**config.mk**
```make
export PLATFORM = sky130hd
export DESIGN_NAME = mdr_load_unit
export DESIGN_NICKNAME = d
export VERILOG_FILES = /design/src/rtl/mdr_load_unit.sv
export SDC_FILE = /design/constraint.sdc
export NUM_CORES = 1
export LEC_CHECK = 0
export BUFFER_PORTS_ARGS = -buffer_cell sky130_fd_sc_hd__buf_4
export CAP_MARGIN = 20
export CELL_PAD_IN_SITES_DETAIL_PLACEMENT = 0
export CELL_PAD_IN_SITES_GLOBAL_PLACEMENT = 1
export CORE_AREA = 2 2 67 69
export DETAILED_ROUTE_END_ITERATION = 8
export DIE_AREA = 0 0 69 71
export PLACE_DENSITY_LB_ADDON = 0.1
export SLEW_MARGIN = 20
export SYNTH_ARGS = -nofsm -noshare
export SYNTH_HDL_FRONTEND = slang
export SYNTH_SLANG_ARGS = --single-unit
```
**constraint.sdc**
```tcl
create_clock -name clk -period 2 [get_ports clk]
set_input_delay 0.5 -clock clk [delete_from_list [all_inputs] [get_ports clk]]
set_output_delay 0.5 -clock clk [all_outputs]
set_load 0.05 [all_outputs]
```
**src/rtl/mdr_load_unit.sv**
```systemverilog
// Memory Data Register with S/M bus load, wait-state FSM for slow memory, timeout and conflict pulses.
// Optional registered even-parity output enabled by defining MDR_PARITY_EN.
module mdr_load_unit #(
  parameter int WIDTH    = 16,
  parameter int WAIT_MAX = 15,
  parameter int CNT_W    = 8
) (
  input  logic             clk,
  input  logic             reset,
  input  logic [WIDTH-1:0] M_bus,
  input  logic [WIDTH-1:0] S_bus,
  input  logic             MMD,
  input  logic             SMD,
  input  logic             mem_ready,
  output logic [WIDTH-1:0] MDR_out,
  output logic             busy,
  output logic             conflict,
`ifdef MDR_PARITY_EN
  output logic             MDR_parity,
`endif
  output logic             timeout
);

  typedef enum logic {IDLE = 1'b0, WAIT_MEM = 1'b1} state_t;

  state_t           state_q, state_d;
  logic [CNT_W-1:0] cnt_q, cnt_d;
  logic [WIDTH-1:0] mdr_q, mdr_d;
  logic             busy_q, busy_d;
  logic             conflict_q, conflict_d;
  logic             timeout_q, timeout_d;

  always_comb begin
    state_d    = state_q;
    cnt_d      = cnt_q;
    mdr_d      = mdr_q;
    conflict_d = 1'b0;
    timeout_d  = 1'b0;
    unique case (state_q)
      IDLE: begin
        if (MMD && SMD) begin
          conflict_d = 1'b1;
        end else if (SMD) begin
          mdr_d = S_bus;
        end else if (MMD) begin
          if (mem_ready) begin
            mdr_d = M_bus;
          end else begin
            state_d = WAIT_MEM;
            cnt_d   = CNT_W'(1);
          end
        end
      end
      WAIT_MEM: begin
        // A late ready on the expiry edge still wins over the timeout.
        if (mem_ready) begin
          mdr_d   = M_bus;
          state_d = IDLE;
          cnt_d   = '0;
        end else if (cnt_q == CNT_W'(WAIT_MAX)) begin
          state_d   = IDLE;
          cnt_d     = '0;
          timeout_d = 1'b1;
        end else begin
          cnt_d = cnt_q + CNT_W'(1);
        end
      end
      default: state_d = IDLE;
    endcase
    busy_d = (state_d == WAIT_MEM);
  end

  always_ff @(posedge clk) begin
    if (reset) begin
      state_q    <= IDLE;
      cnt_q      <= '0;
      mdr_q      <= '0;
      busy_q     <= 1'b0;
      conflict_q <= 1'b0;
      timeout_q  <= 1'b0;
    end else begin
      state_q    <= state_d;
      cnt_q      <= cnt_d;
      mdr_q      <= mdr_d;
      busy_q     <= busy_d;
      conflict_q <= conflict_d;
      timeout_q  <= timeout_d;
    end
  end

  assign MDR_out  = mdr_q;
  assign busy     = busy_q;
  assign conflict = conflict_q;
  assign timeout  = timeout_q;

`ifdef MDR_PARITY_EN
  logic parity_q, parity_d;

  // Computed from the next MDR value so parity tracks every load and every hold.
  always_comb parity_d = ^mdr_d;

  always_ff @(posedge clk) begin
    if (reset) parity_q <= 1'b0;
    else       parity_q <= parity_d;
  end

  assign MDR_parity = parity_q;
`endif

endmodule
```
==> results.md <==
* Status: complete, no violations
* Static leakage at 0.797 nW
* Post-CTS Hold Buffers at 0
* Area Growth Syn to Fin at 34.8%
* Core Area at 4200 sq um
* CP endpoint kind: register
* Antenna cell count at 0
* Cell Pwr Density at 703 nW/um^2
* Slew HR at 52.6%
* Setup tns final at 0 ns
* Cell taking the most area after synthesis: dfxtp_1
* First-pass GRT wire length at 5.66 mm
* GRT overflow at 0
* Yosys reg bits at 27
* Detailed Route Iter0 Violations at 16
* Cell Area, Placed at 1770 sq um
* Chip Width at 69 um
* # nets final at 228
* Clock Latency Late Sink at 0.27 ns
* Initial antenna violation count at 0
* Routed Antenna Nets at 0
* Syn. warnings at 0
* Internal reg-to-reg setup slack at 0.27 ns
* Ys async rst share at 0%
* Worst r2r dst: MDR_out[10]
* Via/cell ratio at 4.97
* TritonCTS clock tree: done
* CTS H-tree depth at 1
* Endpoints failing setup at 0
* Cts repair resizes at 0
* Crit path launch type: register
* GR Util All Layers at 13.8%
* Worst r2r path cells at 4
* Dpl hpwl at 2.50 mm
* Worst slew pin tran at 0.711 ns
* Max-slew violation count at 0
* Synth area leaders: dfxtp_1, mux2i_1, a211oi_2
* Count of cell types in the netlist at 35
* # IOs at 56
* CP arrival at 1.84 ns
* Net Count, Synth at 177
* Hold path depth at 1
* Fmax at 0.579 GHz
* Worst setup path category: reg2reg
* Maximum VDD drop at 0.000205 V
* DR DRC count at 0
* Top cell type's share of synthesized area at 40.0%
* Drt total wl at 3.29 mm
* Syn Inst Count at 139
* Row count at 24
* Die H at 71 um
* Crit path max fanout at 17
* WHS Endpoint: cnt_q[7]
* Fin. Hold Viols at 0
* Syn Area/Cell at 9.71 sq um
* RSZ-0062 raised after global routing: false
* Min Tclk post-route at 1.73 ns
* Via count at 1198
* WL per Instance at 13.7 um
* Fin crit share at 86.3%
* Port bufs at 55
* Min-delay worst type: reg2reg
* CTS buffer count at 3
* Hold Crit Start: cnt_q[7]
* Initial Utilization at 32.1%
* Clock sinks at 27
* Post-route cell area at 1820 sq um
* Clock skew at 0.00184 ns
* CTS clk-pin slew, worst paths at 0.09 ns
* Req. time, crit path at 2.12 ns
* Vias in the first global route at 1238
* FF-to-FF Start: busy
* Die area at 4900 sq um
* Clock Path Buffers at 2
* Pin count of the biggest net entering global routing at 26
* Main synth FF type: dfxtp_1
* Sequential fraction of the synthesis area at 40.0%
* Max-cap violations at 0
* RD Place Congestion at 0.723
* Area of the mapped netlist at 1350 sq um
* Pre-antenna DRT Iters at 4
* Number of synthesized flops with an enable pin at 0
* Fraction of layout cells with a size suffix above 1 at 40.2%
* Root Buffer Master: clkbuf_8
* Post-CTS setup buffers at 0
-- cell usage after synthesis, drive strengths merged (2+ instances only) --
| library cell | number |
|---|---|
| nor3b | 3 |
| a21oi | 3 |
| nor3 | 19 |
| nand2b | 2 |
| a211oi | 18 |
| nor2b | 2 |
| and3 | 3 |
| o21ai | 4 |
| nand3 | 3 |
| mux2i | 15 |
| nand2 | 3 |
| inv | 4 |
| buf | 6 |
| clkbuf | 7 |
| nor2 | 4 |
| a22o | 2 |
| dfxtp | 27 |
-- cells by family after synthesis --
group                      share of synthesized area (%)
and+or+nand+nor                                     17.3
AOI/OAI and AO/OA                                   22.0
DFF                                                 40.0
buffers and inverters                               7.32
muxes                                               11.1
xor gates and xnor gates                            1.30
adders and majority gates                          0.927
-- cells in the final DEF, fill, tap and decap left out, drive strengths merged, types with 2 or more instances in the layout --
cell type   n
nand3       3
and3        3
a22o        2
a21oi       3
nor3       19
buf        59
nand2b      2
inv         4
o21ai       4
nor3b       3
nor2        4
dfxtp      27
a211oi     18
mux2i      15
nand2       3
nor2b       2
clkbuf      3
-- registers in the layout, summed over array words and instances (netlist names) --
name,count
MDR_out,16
busy,1
cnt_q,8
conflict,1
timeout,1
-- per-stage QoR --
stage / util (%) / hold WS (ns) / setup slack, ns / cells / power, mW
2_1_floorplan: - / 0.439 / 0.00992 / 139 / 0.870
3_3_place_gp: 42.2 / 0.459 / 0.106 / 237 / 0.988
3_5_place_dp: 42.2 / 0.474 / 0.0704 / 237 / 0.995
4_1_cts: 43.3 / 0.490 / 0.259 / 241 / 1.30
5_1_grt: 43.3 / 0.503 / 0.129 / 241 / 1.35
6_report: 43.3 / 0.485 / 0.273 / 241 / 1.28
-- critical path, stage by stage (launching register included) --
cell and delay [ns]:
dfxtp_1 0.40, nor2b_2 0.16, and2_4 0.26, or2_1 0.60, a211oi_1 0.16
-- layer usage --
layer / routed length, um / global-route usage (%) / up-vias
met2: 1540 / 22.4 / 39
met1: 1500 / 18.2 / 546
li1: - / - / 611
met4: 19 / 3.27 / 0
met5: 0 / 0 / -
met3: 230 / 3.85 / 2
-- power by group --
part / switching, mW / leakage (nW) / internal [mW] / total, mW
logic: 0.230 / 0.550 / 0.154 / 0.384
registers: 0.0224 / 0.222 / 0.573 / 0.595
clock network: 0.161 / 0.0255 / 0.139 / 0.301
-- area by class of cell --
| type | count | area, sq um |
|---|---|---|
| Clock inverter | 1 | 5.00 |
| Clock buffer | 3 | 41.3 |
| Fill cell | 437 | 2380 |
| Inverter | 4 | 15.0 |
| Multi-Input combinational cell | 95 | 711 |
| Timing Repair Buffer | 59 | 443 |
| Tap cell | 52 | 65.1 |
| Sequential cell | 27 | 541 |
-- worst max path at each step --
stage                     from          end
after detailed placement   SMD  MDR_out[10]
after floorplan           busy   MDR_out[0]
after global placement     SMD   MDR_out[9]
final                     busy  MDR_out[10]
after CTS                 busy  MDR_out[10]
after global routing      busy   MDR_out[8]
Note: power is estimated with default switching activity, not from simulation.
